<file path="config.mk">
export PLATFORM = sky130hd
export DESIGN_NAME = fetch_sequencer
export DESIGN_NICKNAME = d
export VERILOG_FILES = /design/src/rtl/fetch_sequencer.sv
export SDC_FILE = /design/constraint.sdc
export NUM_CORES = 1
export LEC_CHECK = 0
export ABC_AREA = 1
export ABC_CLOCK_PERIOD_IN_PS = 2700
export CAP_MARGIN = 0
export CORE_MARGIN = 3
export CORE_UTILIZATION = 35
export CTS_CLUSTER_SIZE = 24
export DETAILED_ROUTE_END_ITERATION = 12
export PLACE_DENSITY = 0.8
export SETUP_SLACK_MARGIN = 0.15
export SYNTH_ARGS = -nofsm -noshare
export SYNTH_HDL_FRONTEND = slang
export SYNTH_SLANG_ARGS = --single-unit
export TNS_END_PERCENT = 30
</file>
<file path="constraint.sdc">
create_clock -name clk -period 2.7 [get_ports clk]
set_input_delay 0.27 -clock clk [delete_from_list [all_inputs] [get_ports clk]]
set_output_delay 0.27 -clock clk [all_outputs]
set_load 0.01 [all_outputs]
</file>
<file path="src/rtl/fetch_sequencer.sv">
// Instruction fetch sequencer: walks the pc, issues one fetch at a time,
// holds each fetched word for decode, and follows redirects.
//
// Ports:
//   clk, reset        - clock, async active-high reset
//   halt              - blocks issue of new fetch requests
//   imem_req_*        - fetch request (valid/ready, addr = pc)
//   imem_resp_*       - fetch response (valid, data)
//   redirect_*        - pc change request (target low bits dropped)
//   out_*             - fetched instr/pc to decode (valid/ready)
module fetch_sequencer #(
  parameter logic [31:0] RESET_VECTOR = 32'h0000_0000
) (
  input  logic        clk,
  input  logic        reset,
  input  logic        halt,
  output logic        imem_req_valid,
  input  logic        imem_req_ready,
  output logic [31:0] imem_req_addr,
  input  logic        imem_resp_valid,
  input  logic [31:0] imem_resp_data,
  input  logic        redirect_valid,
  input  logic [31:0] redirect_pc,
  output logic        out_valid,
  input  logic        out_ready,
  output logic [31:0] out_instr,
  output logic [31:0] out_pc
);

  typedef enum logic [1:0] {
    S_REQ  = 2'd0,
    S_WAIT = 2'd1,
    S_HOLD = 2'd2
  } state_t;

  localparam logic [31:0] RV = RESET_VECTOR & ~32'h3;

  state_t      state;
  state_t      state_nxt;
  logic [31:0] pc;
  logic [31:0] pc_nxt;
  logic        drop;
  logic        drop_nxt;

  logic [31:0] redir_tgt;
  logic        req_fire;
  logic        resp_take;

  assign redir_tgt = redirect_pc & ~32'h3;
  assign req_fire  = imem_req_valid && imem_req_ready;

  // A response is kept only if it belongs to the current pc:
  // no pending drop and no redirect arriving in the same cycle.
  assign resp_take = (state == S_WAIT) && imem_resp_valid &&
                     !drop && !redirect_valid;

  // State register
  always_ff @(posedge clk or posedge reset) begin
    if (reset) begin
      state <= S_REQ;
      pc    <= RV;
      drop  <= 1'b0;
    end else begin
      state <= state_nxt;
      pc    <= pc_nxt;
      drop  <= drop_nxt;
    end
  end

  // Next-state logic
  always_comb begin
    state_nxt = state;
    pc_nxt    = pc;
    drop_nxt  = drop;
    case (state)
      S_REQ: begin
        if (req_fire) begin
          state_nxt = S_WAIT;
          // The in-flight word is for the old pc.
          drop_nxt  = redirect_valid;
        end
      end
      S_WAIT: begin
        if (imem_resp_valid) begin
          state_nxt = resp_take ? S_HOLD : S_REQ;
          drop_nxt  = 1'b0;
        end else if (redirect_valid) begin
          drop_nxt  = 1'b1;
        end
      end
      S_HOLD: begin
        if (out_ready || redirect_valid) begin
          state_nxt = S_REQ;
          pc_nxt    = pc + 32'd4;
        end
      end
      default: begin
        state_nxt = S_REQ;
        drop_nxt  = 1'b0;
      end
    endcase
    // Redirect overrides the sequential increment everywhere.
    if (redirect_valid) begin
      pc_nxt = redir_tgt;
    end
  end

  // Output logic
  always_comb begin
    imem_req_valid = (state == S_REQ) && !halt && !reset;
    imem_req_addr  = pc;
    out_valid      = (state == S_HOLD);
  end

  // Fetched word / pc holding registers
  always_ff @(posedge clk or posedge reset) begin
    if (reset) begin
      out_instr <= 32'h0;
      out_pc    <= 32'h0;
    end else if (resp_take) begin
      out_instr <= imem_resp_data;
      out_pc    <= pc;
    end
  end

endmodule

</file>
* Yosys cells after proc, flatten, opt, wreduce, memory -nomap -nowiden
Cells that the tools add are included.
** Storage, ports and cells
- Bits in registers :: 99
- Bits of input ports :: 71
- Output and inout bits :: 98
- Word-level logic and storage cells :: 42
** Operators by class
- $add $sub $neg :: 1
- Equal/unequal tests :: 6
- Multiplexer cells :: 12
- Bitwise logic cells :: 1
- Reduce and logical (&&, ||, !) cells :: 17
** Operators by type and width (number)
- $mux 32 :: 3
- $add 32x3->32 const B :: 1
- $mux 2 :: 4
- $logic_and 1x1->1 :: 6
- $pmux 2 s3 :: 1
- $reduce_and 3->1 :: 2
- $logic_not 1->1 :: 4
- $ne 2x2->1 const B :: 2
- $reduce_bool 2->1 :: 2
- $mux 1 :: 3
- $ne 3x3->1 const B :: 1
- $pmux 1 s3 :: 1
- $eq 2x1->1 const B :: 1
- $eq 2x2->1 const B :: 1
- $logic_not 2->1 :: 1
- $ne 2x1->1 const B :: 1
- $reduce_and 2->1 :: 1
- $logic_or 1x1->1 :: 1
- $not 1->1 :: 1

* Logic depth before layout (Yosys ltp)
Gate-level depths: netlist (run 1).
- Depth in word-level cells :: 7
- Mapped depth :: 10
- Gate-level depth less buffers :: 10

* Worst setup path before layout (run 1)
OpenSTA, ideal clock, no wires.
- Path kind :: register to register
- Start point :: reg pc[3], in the netlist imem_req_addr[3]
- End point :: reg pc[26], in the netlist imem_req_addr[26]
- Setup time :: 116 ps
- Data arrival time :: 1378 ps
- Required time :: 2584 ps
- Setup slack :: 1205 ps
- Stages on the path, launching flop included :: 11
- Buffers on the path :: 0
- Period minus slack after synthesis :: 1495 ps
- Cells stage by stage :: dfrtp_1 > ha_1 > nand2_2 > nor2_2 > nand2_2 > nor2_2 > nand2_1 > nand2_1 > nand3_1 > nand2_1 > nand2_1
** Between the ends
- Word-level cells in the longest chain between the ends :: 4
** Ends and longest elaborated chain
- start: declaration :: line 40 : logic [31:0] pc;
- start signal: assignment :: line 65 : pc <= pc_nxt;
- $add 32x3->32 :: line 94 : pc_nxt = pc + 32'd4;
- $mux 32 :: line 92 : if (out_ready || redirect_valid) begin
- $mux 32 :: line 75 : case (state)
- $mux 32 :: line 103 : if (redirect_valid) begin
No other way between the ends. The select of a mux whose other input is x is not followed.
A chain may end at the register's enable or synchronous reset.

* Worst setup path after layout (run 1)
- Start point :: reg state[1]
- End point :: out imem_req_valid
** Between the ends
- Word-level cells in the longest chain between the ends :: 3
** Ends and longest elaborated chain
- start: declaration :: line 38 : state_t state;
- start signal: assignment :: line 64 : state <= state_nxt;
- $logic_not 2->1 :: line 110 : imem_req_valid = (state == S_REQ) && !halt && !reset;
- $logic_and 1x1->1 (2 in a row) :: line 110
- end: declaration :: line 17 : output logic imem_req_valid,
No other way between the ends.

==> results, run 1 <==
- The hold violation count in the final report is 0.
- In this run the mean area of a mapped cell was 8.53 um2.
- The layout overhead on the synthesized area is 44.7%.
- Headroom to the max-slew limit came out at 0.406.
- The area of the placeable core is 12800 um2.
- The via count of the first global-routing pass came to 4076.
- The count of routing violations after the opening detailed-route iteration is 561.
- The later pin in the worst-skew pair is clocked with a latency of 340 ps.
- The global router's overall resource usage is 0.184.
- The overflow left after global routing is 0.
- Entering global routing, the biggest net connects 96 pins.
- The post-synthesis cell area is 4630 um2.
- Summed over all instances, the cell type with the most area after synthesis is sky130_fd_sc_hd__dfrtp_1.
- Routability-driven placement finished with a final weighted congestion of 0.837.
- The proportion of netlist area held by the largest area contributor is 0.514.
- Timing would allow up to 496 MHz.
- The overall power after layout is 0.00515 W.
- The most used routing layer is met2.
- In this run the horizontal extent of the chip is 121 um.
- Setup repair after global routing left no endpoint under its margin.
- During I/O placement, the number of pins put on the boundary was 169.
- In the global route stage, met1 resource usage came out at 0.248.
- For this run, global-route usage on met3 was measured as 0.0322.
- After detailed routing, the total wire length is 13.5 mm.
- The initial core utilization is 0.362.
- Summed over all cells, the static leakage comes to 2.99 nW.
- The final setup violation count is 0.
- The data arrival time of the worst path is 1740 ps.
- The final clock skew is 5.15 ps.
- The required time reported for the critical path endpoint is 2430 ps.
- The clock tree buffer depth is 2.
- The routed design could run at a clock period as short as 2010 ps.
- The library cells used most frequently in the layout, excluding fill and tap cells, are sky130_fd_sc_hd__nand2_1 (163), sky130_fd_sc_hd__clkdlybuf4s50_1 (162), sky130_fd_sc_hd__dfrtp_1 (95).
- After clock tree synthesis, the setup repair step added 0 buffers.
- The maximum fanout along the worst path is 4.
- The net count of the finished layout is 776.
- Of the cells placed in the final design, the portion with a size suffix greater than 1 is 0.0494.
- The library cell used as clock root buffer is sky130_fd_sc_hd__clkbuf_16.
- The H-tree was split into 3 levels.
- In the final routed layout, each cell accounts on average for 15.3 um.
- The clock net in this run drives a total of 95 sinks.
- The post-route setup TNS is 0 ps.
- The number of antenna diodes in the final layout is 0.
- By area the synthesized netlist is led by sky130_fd_sc_hd__dfrtp_1 (51%), sky130_fd_sc_hd__nand2_1 (13%), sky130_fd_sc_hd__mux2_1 (8.5%).
- Counting flops and latches in the post-synthesis netlist gives 95.
- The initial antenna violation count is 0.
- The detailed router placed 4240 vias in this run.
- For this design, the CTS-stage hold fixing added 0 buffers.
- The first global-routing pass estimated 21.2 mm of wire.
- The half-perimeter wire length after detailed placement is 9.91 mm.
- The sequential cell area fraction in the yosys report is 0.514.
- Buffers placed on the I/O ports in this run total 162.
- For this design the ratio of total power to cell area is 770 nW/um2.
- The flow ran to the end, and the final reports show no timing, DRC or antenna violations.
- The floorplan step defined a die boundary enclosing 14600 um2.
- The number of gates resized after cts is 0.
- The library cell used most frequently in the layout, excluding fill and tap cells, is sky130_fd_sc_hd__nand2_1.
- Using the TritonRoute via totals, the vias-per-cell ratio works out to 4.81.
- The count of final max-slew check failures is 0.
- After technology mapping, the gate count stands at 542.
- The number of buffers created by CTS is 9.
- The distinct cell type count of the synthesized netlist is 34.
- The start-to-end type of the worst setup path is flip-flop to output pin.
- For this run, design rule violations remaining after detail routing come to 0.
- At the pin with the least slew margin, the transition time is 891 ps.
- The critical path startpoint category is a flip-flop.
- At the end of the flow the core is filled with cells to 0.524.
- The number of warnings issued by yosys is 0.
- The setup slack of the most critical reg-to-reg path is 820 ps.
- The endpoint class of the critical path is an output pin.
- In this run the vertical extent of the chip is 121 um.
- The met2 global-route usage is 0.299.
- The number of routed nets with antenna violations is 0.
- The worst supply voltage drop on vdd is 0.282 mV.
- The clock tree from TritonCTS is done.
- The final cycle utilization of the critical path is 0.746.
- The worst hold slack after final layout is 483 ps.
- The worst min-delay path category is primary input to asynchronous set/reset pin.
- For this run, the detailed router's first-pass iteration total came to 6.
- The count of max-cap constraint violations is 0.
- After clock tree synthesis, the clock-pin slew on the worst setup and hold paths is 60 ps.
- The floorplan has 41 rows.
worst max-delay path, cell delays in order, from the launching register on:
cell and delay [ps]:
sky130_fd_sc_hd__dfrtp_1 440, sky130_fd_sc_hd__nor4_1 360, sky130_fd_sc_hd__clkdlybuf4s50_1 610
report_power, final:
part / total (W) / switching [W] / internal (W)
clock network: 0.00115 / 0.000535 / 0.000617
registers: 0.00216 / 0.000281 / 0.00188
logic: 0.00185 / 0.000754 / 0.00109
final cells by class:
class                      instances  area, um2
multi-input combinational        379       1960
timing repair buffer             168       1690
fill                            1157       6080
clock inverter                     5       25.0
sequential                        95       2380
tap                              172        215
clock buffer                      11        233
inverter                          51        195
synthesized netlist by cell type:
| library cell | instances |
|---|---|
| sky130_fd_sc_hd__nand2_1 | 163 |
| sky130_fd_sc_hd__dfrtp_1 | 95 |
| sky130_fd_sc_hd__o21ai_0 | 52 |
| sky130_fd_sc_hd__nor2_1 | 51 |
| sky130_fd_sc_hd__inv_1 | 49 |
| sky130_fd_sc_hd__mux2_1 | 35 |
| sky130_fd_sc_hd__nand3_1 | 34 |
| sky130_fd_sc_hd__buf_2 | 6 |
| sky130_fd_sc_hd__clkbuf_1 | 6 |
| sky130_fd_sc_hd__xor2_1 | 5 |
| sky130_fd_sc_hd__a21oi_1 | 4 |
| sky130_fd_sc_hd__buf_4 | 4 |
| sky130_fd_sc_hd__nor2_2 | 4 |
| sky130_fd_sc_hd__nand2_2 | 3 |
| sky130_fd_sc_hd__o211ai_1 | 3 |
| sky130_fd_sc_hd__o21bai_1 | 3 |
| sky130_fd_sc_hd__o221ai_1 | 3 |
| sky130_fd_sc_hd__buf_1 | 2 |
| sky130_fd_sc_hd__buf_6 | 2 |
| sky130_fd_sc_hd__inv_2 | 2 |
| sky130_fd_sc_hd__nand4_1 | 2 |
| sky130_fd_sc_hd__nor2_4 | 2 |
| sky130_fd_sc_hd__a31oi_1 | 1 |
| sky130_fd_sc_hd__and2_1 | 1 |
| sky130_fd_sc_hd__conb_1 | 1 |
| sky130_fd_sc_hd__ha_1 | 1 |
| sky130_fd_sc_hd__nand2_4 | 1 |
| sky130_fd_sc_hd__nand4_4 | 1 |
| sky130_fd_sc_hd__nor3_1 | 1 |
| sky130_fd_sc_hd__nor3b_1 | 1 |
| sky130_fd_sc_hd__nor4_1 | 1 |
| sky130_fd_sc_hd__o21ai_2 | 1 |
| sky130_fd_sc_hd__o22ai_1 | 1 |
| sky130_fd_sc_hd__o31ai_1 | 1 |
metal layers:
| metal | vias up | wire, um |
|---|---|---|
| met5 | - | 0 |
| met4 | 0 | 248 |
| met3 | 20 | 976 |
| met2 | 181 | 6240 |
| met1 | 1964 | 6020 |
| li1 | 2075 | - |
flip-flops by register name, summed over array words and instances (netlist names):
register	flops
out_instr	32
imem_req_addr	30
state	2
drop	1
out_pc	30
stage by stage:
step	std cells	setup slack, ps	cell area, um2
floorplan	545	1210	4640
global placement	865	633	6430
detailed placement	865	596	6430
CTS	881	659	6690
global route	881	562	6690
finish	881	685	6690
kinds of logic after synthesis:
logic type | synth area share
fa+ha+maj | 0.00270
simple gates | 0.240
flops | 0.514
xor+xnor | 0.00947
other cells | 0.000811
mux | 0.0852
compound gates | 0.0822
buf+inv | 0.0657
path summary, 6_finish.rpt:
| kind | startpoint | endpoint | cells after the start |
|---|---|---|---|
| max | state[1] | imem_req_valid | 2 |
| max reg2reg | state[0] | imem_req_addr[11] | 6 |
| max in group asynchronous | reset | imem_req_addr[24] | 3 |
| min reg2reg | out_pc[2] | out_pc[2] | 2 |
| min in group clk | out_pc[2] | out_pc[2] | 2 |
| min | reset | out_pc[6] | 3 |
Note: power is estimated with default switching activity, not from simulation.
==> inputs of run 2 (changes only) <==
ABC_CLOCK_PERIOD_IN_PS = 1700   (was 2700)
clock period = 1.7 ns   (was 2.7 ns; I/O delays follow)
==> run 2 against run 1 <==
  * Clock power is 94% higher
  * First-iteration DRC count down 49%
  * Die area unchanged
  * Worst setup slack got worse by 550 ps
  * Sequential cell count stayed put
  * Register-to-register slack worse by 660 ps
  * Via count rose by 1.8%
  * Global-route usage grew 0.38 points
  * Design area rose by 5.4%
  * Sequential share of layout area fell by 1.8 points
  * Critical endpoint is now imem_req_addr[27]
  * Highest routed layer unchanged
==> results, run 2 (synthesis gave the netlist of run 1 again) <==
- The worst min-delay path category is primary input to flip-flop.
- The worst setup path is captured at an output pin.
- The final weighted congestion of routability-driven global placement is 0.899.
- The run finished with clean final reports.
- The wire length of the first global-routing pass is 21.6 mm.
- The start-to-end type of the worst setup path is flip-flop to output pin.
- At the placement stage, the worst setup path has a slack of -17.9 ps.
- Summed over all layers, the global routing overflow is 0.
- The die is 121 um tall.
- The count of routing violations after the opening detailed-route iteration is 287.
- The time the worst path needs with I/O delays and setup is 1570 ps.
- The hold violation count in the final report is 0.
- The number of sinks on the clock net is 95.
- After detailed routing, the average wire length per cell comes to 15.1 um.
- The flip-flop count of the largest register after layout is 32.
- The total wire length after detailed routing is 13.7 mm.
- VDD sags by at most 0.576 mV.
- The number of buffers created by CTS is 9.
- The tool flagged a number of max-cap violations equal to 0.
- Clock tree synthesis selected as its root buffer the cell sky130_fd_sc_hd__clkbuf_16.
- The detailed-router iteration count before antenna repair is 5.
- The top cell types in the final layout, fill and taps aside, are sky130_fd_sc_hd__nand2_1 (162), sky130_fd_sc_hd__clkdlybuf4s50_1 (156), sky130_fd_sc_hd__dfrtp_1 (92).
- The area of the placeable core is 12800 um2.
- The die covers 14600 um2.
- The critical path startpoint category is a flip-flop.
- The maximum fanout along the worst path is 5.
- Timing would allow up to 639 MHz.
- For this run, the post-layout net count is 801.
- The repair_antennas step left the layout with diodes totalling 0.
- The reg-to-reg critical path endpoint is imem_req_addr[26].
- Dividing total power by cell area gives a power density of 1230 nW/um2.
- Entering global routing, the biggest net connects 71 pins.
- After detailed routing, the number of remaining DRC violations is 0.
- At the end of the flow the core is filled with cells to 0.552.
- Data on the critical path is required at its endpoint by 1530 ps.
- The initial core utilization is 0.362.
- The initial antenna violation count is 0.
- Data arrives at the worst endpoint at 1400 ps.
- The via count of the first global-routing pass is 4279.
- The number of routed nets with antenna violations is 0.
- The sequential cells in the finished layout cover a total of 2380 um2.
- At the later pin of the worst-skew pair, clock insertion delay measures 350 ps.
- Traced cell by cell, the critical path runs through clkdlybuf4s50_1.
- The final clock skew is 7.91 ps.
- The total number of vias is 4316.
- The cell at the slowest stage of the critical path is sky130_fd_sc_hd__clkdlybuf4s50_1.
- Once routing completed, OpenROAD measured the worst setup slack at 135 ps.
- The cell family contributing the most delay on the critical path is buffers and inverters.
- No sink is reached through more buffers than the 2 on the longest clock path.
- The multi-input combinational cells in the finished layout cover a total of 2030 um2.
- The filler cells instantiated in the layout total 1116.
- The number of levels in the clock H-tree is 3.
- The startpoint of the worst setup timing path is imem_req_addr[27].
- Summed over all cells, the static leakage comes to 3.19 nW.
- The final setup violation count is 0.
- The logic depth of the worst register-to-register path is 10.
- The startpoint identified for the worst register-to-register timing path is imem_req_addr[2].
- Dividing the final minimum period by the clock period gives 0.921.
- Setup repair after global routing could not meet its margin everywhere.
- The die outline width is 121 um.
- In this design, the stage delay of the slowest critical-path cell is 600 ps.
- The share of layout cells above drive strength 1 is 0.108.
- The overall power after layout is 0.00867 W.
- The count of final max-slew check failures is 0.
- Ranked by flip-flop count, first place goes to out_instr.
- The clock tree from TritonCTS is done.
- In this run the worst setup path terminates at imem_req_addr[27].
- The standard-cell row count is 41.
- In this run the number of cells on the critical path is 1.
- The most common cell after layout, fill and taps aside is sky130_fd_sc_hd__nand2_1.
- In this run the register-to-register setup slack is 160 ps.
- From synthesis to final layout, the design area changed by 52.6%.
- The register clock-pin slew on the reported worst setup and hold paths is 70 ps.
- The count of buffers inserted at the top-level ports is 162.
- Detailed placement ended at an HPWL of 10.3 mm.
- For this run, the total global-route usage over all layers was measured as 0.188.
- The number of buffers and inverters on the critical path is 1.
- In the routed layout, each cell is associated on average with a via count of 4.76.
- Buffers inserted to repair hold after CTS numbered 0.
- 169 I/O pins were placed.
-- run 2: timing repair --
| item | in CTS | in global routing |
|---|---|---|
| pin swaps | 1 | 3 |
| setup endpoints to repair | 21 | 66 |
| setup buffers | 1 | 3 |
| resized for setup | 14 | 18 |
-- run 2: how the worst min path moves through the flow --
stage	from	to	slack (ps)	depth (start not counted)
2_1_floorplan	out_ready	state[1]	270	1
3_3_place_gp	out_pc[29]	out_pc[29]	470	2
3_5_place_dp	out_pc[24]	out_pc[24]	470	2
4_1_cts	redirect_pc[11]	imem_req_addr[11]	370	3
5_1_grt	redirect_pc[11]	imem_req_addr[11]	400	3
6_report	redirect_pc[11]	imem_req_addr[11]	370	3
-- run 2: routing by layer --
metal | global-route usage | vias up | routed length (um)
met3 | 0.0373 | 25 | 975
met5 | 0 | - | 0
li1 | - | 2124 | -
met2 | 0.298 | 194 | 6270
met4 | 0.0807 | 0 | 363
met1 | 0.250 | 1973 | 6080
-- run 2: where the power goes --
| group | internal (W) | total (W) | leakage, nW | switching, W |
|---|---|---|---|---|
| clock network | 0.00137 | 0.00223 | 0.158 | 0.000866 |
| logic | 0.00178 | 0.00302 | 1.85 | 0.00123 |
| registers | 0.00298 | 0.00342 | 1.18 | 0.000437 |
| total | 0.00613 | 0.00867 | 3.19 | 0.00254 |
-- run 2: layout make-up --
type / instances / share of cell area
inverter: 51 / 0.0277
timing repair buffer: 193 / 0.269
tap: 172 / 0.0305
multi-input combinational: 379 / 0.288
clock inverter: 5 / 0.0113
clock buffer: 11 / 0.0358
sequential: 95 / 0.337
-- run 2: through the flow --
step | hold slack, ps | TNS (ps) | instances | area (um2)
3_3_place_gp | 465 | -1.98 | 886 | 6610
4_1_cts | 374 | 0 | 903 | 6980
5_1_grt | 398 | 0 | 906 | 7060
2_1_floorplan | 268 | 0 | 545 | 4640
3_5_place_dp | 474 | -76.9 | 886 | 6610
6_report | 375 | 0 | 906 | 7060
==> inputs of run 3 (changes only) <==
--- a/config.mk
+++ b/config.mk
@@ -15,4 +15,5 @@
 export PLACE_DENSITY = 0.8
 export SETUP_SLACK_MARGIN = 0.15
+export SLEW_MARGIN = 20
 export SYNTH_ARGS = -nofsm -noshare
 export SYNTH_HDL_FRONTEND = slang
==> constraint.sdc (replaced) <==
create_clock -name clk -period 1.7 [get_ports clk]
set_input_delay 0.34 -clock clk [delete_from_list [all_inputs] [get_ports clk]]
set_output_delay 0.34 -clock clk [all_outputs]
set_load 0.01 [all_outputs]
==> run 3 against run 2 <==
  * Utilization increased by 0.42 points
  * Clock skew about the same
  * Final cell count increased by 1.1%
  * Count of clock-buffer cells in the layout decreased by 1
  * Total power decreased by 3.2%
  * Via count increased by 3.1%
  * Sequential share of layout area decreased by 0.20 points
  * Critical path type is now primary input to output pin
==> results, run 3 (synthesis gave the netlist of run 1 again) <==
- The wire length of the first global-routing pass is 22.1 mm.
- In the routed design, unresolved DRC markers number 0.
- The maximum fanout along the worst path is 2.
- The count of boundary I/O pins is 169.
- The count of final max-slew check failures is 0.
- The total number of vias is 4451.
- The register clock-pin slew on the reported worst setup and hold paths is 70 ps.
- The worst min-delay path category is primary input to asynchronous set/reset pin.
- The post-detailed-route wirelength per cell is 15.4 um.
- The layout overhead on the synthesized area is 53.7%.
- Timing would allow up to 630 MHz.
- The clock drives 95 sinks.
- In this run, CTS created clock tree buffers numbering 9.
- The detailed-router iteration count before antenna repair is 5.
- In this run the critical register-to-register path is launched from imem_req_addr[3].
- The initial core utilization is 0.362.
- The worst setup path is of the primary input to output pin kind.
- Across the routed clock network, the largest skew measured is 7.59 ps.
- The antenna diode instance count is 0.
- In this run the critical register-to-register path is captured at imem_req_addr[30].
- The top cell types in the final layout, fill and taps aside, are sky130_fd_sc_hd__nand2_1 (160), sky130_fd_sc_hd__dlygate4sd2_1 (92), sky130_fd_sc_hd__dfrtp_1 (89).
- The most common cell after layout, fill and taps aside is sky130_fd_sc_hd__nand2_1.
- The cell sitting at the root of the clock tree is a sky130_fd_sc_hd__clkbuf_16.
- After legalization and detailed placement, the total HPWL measured 10.7 mm.
- Adding up every negative setup slack in the final design gives 0 ps.
- Across every metal layer, demand over resource in global routing totals 0.193.
- The die outline width is 121 um.
- The initial antenna violation count was 0.
- The via count of the first global-routing pass is 4414.
- The final setup violation count is 0.
- The floorplan has 41 rows.
- Setup repair after global routing could not meet its margin everywhere.
- Of the cells placed in the final design, the portion with a size suffix greater than 1 is 0.125.
- For this design the ratio of total power to cell area is 1180 nW/um2.
- The endpoint class of the critical path is an output pin.
- The setup slack of the most critical reg-to-reg path is 150 ps.
- CTS built an H-tree with a depth of 3.
- TritonCTS built the clock tree.
- The pin count of the biggest net entering global routing is 42.
- For this design, the CTS-stage hold fixing added 0 buffers.
- The count of routing violations after the opening detailed-route iteration is 372.
- The count of buffers inserted at the top-level ports is 162.
- The clock tree buffer depth is 2.
- Dividing the final minimum period by the clock period gives 0.933.
- For this design the static power due to leakage is 3.48 nW.
- The net count of the finished layout is 813.
- Across the VDD grid, the largest voltage drop is 0.532 mV.
- Counting the fill cells in the layout gives 1120.
- Across all hold checks on the routed design, the worst slack comes to 171 ps.
- The flow ran to the end, and the final reports show no timing, DRC or antenna violations.
- The average vias per placed instance is 4.86.
- The die boundary height is 121 um.
- The flip-flop count of the largest register after layout is 32.
- The sequential cells in the finished layout cover a total of 2380 um2.
- The clock insertion delay at the later pin of the skew report is 340 ps.
- The number of routed nets with antenna violations is 0.
- The total die area is 14600 um2.
- The time the worst path needs with I/O delays and setup is 1590 ps.
- The logic depth of the worst register-to-register path is 8.
- The multi-input gate area in the final layout is 2060 um2.
- The area of the placeable core is 12800 um2.
- STA classifies the critical path startpoint as a primary input.
- The required time reported for the critical path endpoint is 1360 ps.
- out_instr holds more flip-flops than any other register.
- Summed over all layers, the routed wires come to 14.1 mm.
- Data on the critical path arrives at its endpoint at 1250 ps.
- Routability-driven placement finished with a final weighted congestion of 0.922.
- The hold violation count in the final report is 0.
- The total overflow left after global routing is 0.
- Max-cap violations in this run came to 0.
==> run 3: changes by cell type in the layout (fill, tap and decap cells not counted), sizes merged <==
cell,previous run,this run
dlygate4sd2,2,92
clkbuf,11,10
dlymetal6s2s,3,2
clkdlybuf4s15,1,0
clkinv,1,0
bufinv,2,4
clkinvlp,3,1
clkdlybuf4s50,156,66
buf,31,45
==> run 3: layer usage <==
layer	track usage	share of wire	vias to the layer above
met3	0.0429	0.073	24
met1	0.247	0.44	2087
li1	-	-	2144
met2	0.317	0.46	196
met4	0.0793	0.024	0
met5	0	0	-
==> run 3: worst max-delay path by stage <==
| stage | endpoint | startpoint | slack [ps] | cells past startpoint |
|---|---|---|---|---|
| 2_1_floorplan | imem_req_addr[26] | imem_req_addr[3] | 210 | 10 |
| 3_3_place_gp | imem_req_valid | halt | -310 | 3 |
| 3_5_place_dp | imem_req_valid | halt | -310 | 3 |
| 4_1_cts | imem_req_valid | state[0] | 30 | 2 |
| 5_1_grt | imem_req_addr[26] | imem_req_addr[3] | 60 | 10 |
| 6_report | imem_req_valid | halt | 110 | 3 |
==> run 3: report_power, final <==
group | switching, W | leakage (nW) | internal [W]
clock network | 0.000848 | 0.169 | 0.00157
logic | 0.00127 | 2.14 | 0.00131
registers | 0.000406 | 1.17 | 0.00298
total | 0.00252 | 3.48 | 0.00586
==> run 3: critical path, cell delays in order <==
cell and delay, ps:
sky130_fd_sc_hd__clkdlybuf4s50_1 470, sky130_fd_sc_hd__nor4_4 260, sky130_fd_sc_hd__buf_2 180
==> run 3: stage by stage <==
stage / utilization / cell area (um2) / cells / power [W] / worst slack [ps]
2_1_floorplan: - / 4640 / 545 / 0.00453 / 205
3_3_place_gp: 0.522 / 6670 / 889 / 0.00641 / -305
3_5_place_dp: 0.522 / 6670 / 889 / 0.00650 / -312
4_1_cts: 0.549 / 7010 / 912 / 0.00843 / 28.8
5_1_grt: 0.557 / 7110 / 916 / 0.00887 / 59.8
6_report: 0.557 / 7110 / 916 / 0.00839 / 114
==> run 3: area by class of cell <==
type,count,share of cell area
Clock buffer,10,0.0322
Inverter,51,0.0275
Timing Repair Buffer,205,0.269
Clock inverter,4,0.0169
Sequential cell,95,0.335
Tap cell,172,0.0303
Multi-Input combinational cell,379,0.289
==> run 3: repair_timing <==
action | CTS | global route
endpoints found under the hold margin | 0 | 0
cloned | 0 | 0
gates resized for setup | 114 | 26
pin swaps | 2 | 8
buffers inserted | 9 | 4
endpoints found under the setup margin | 106 | 72
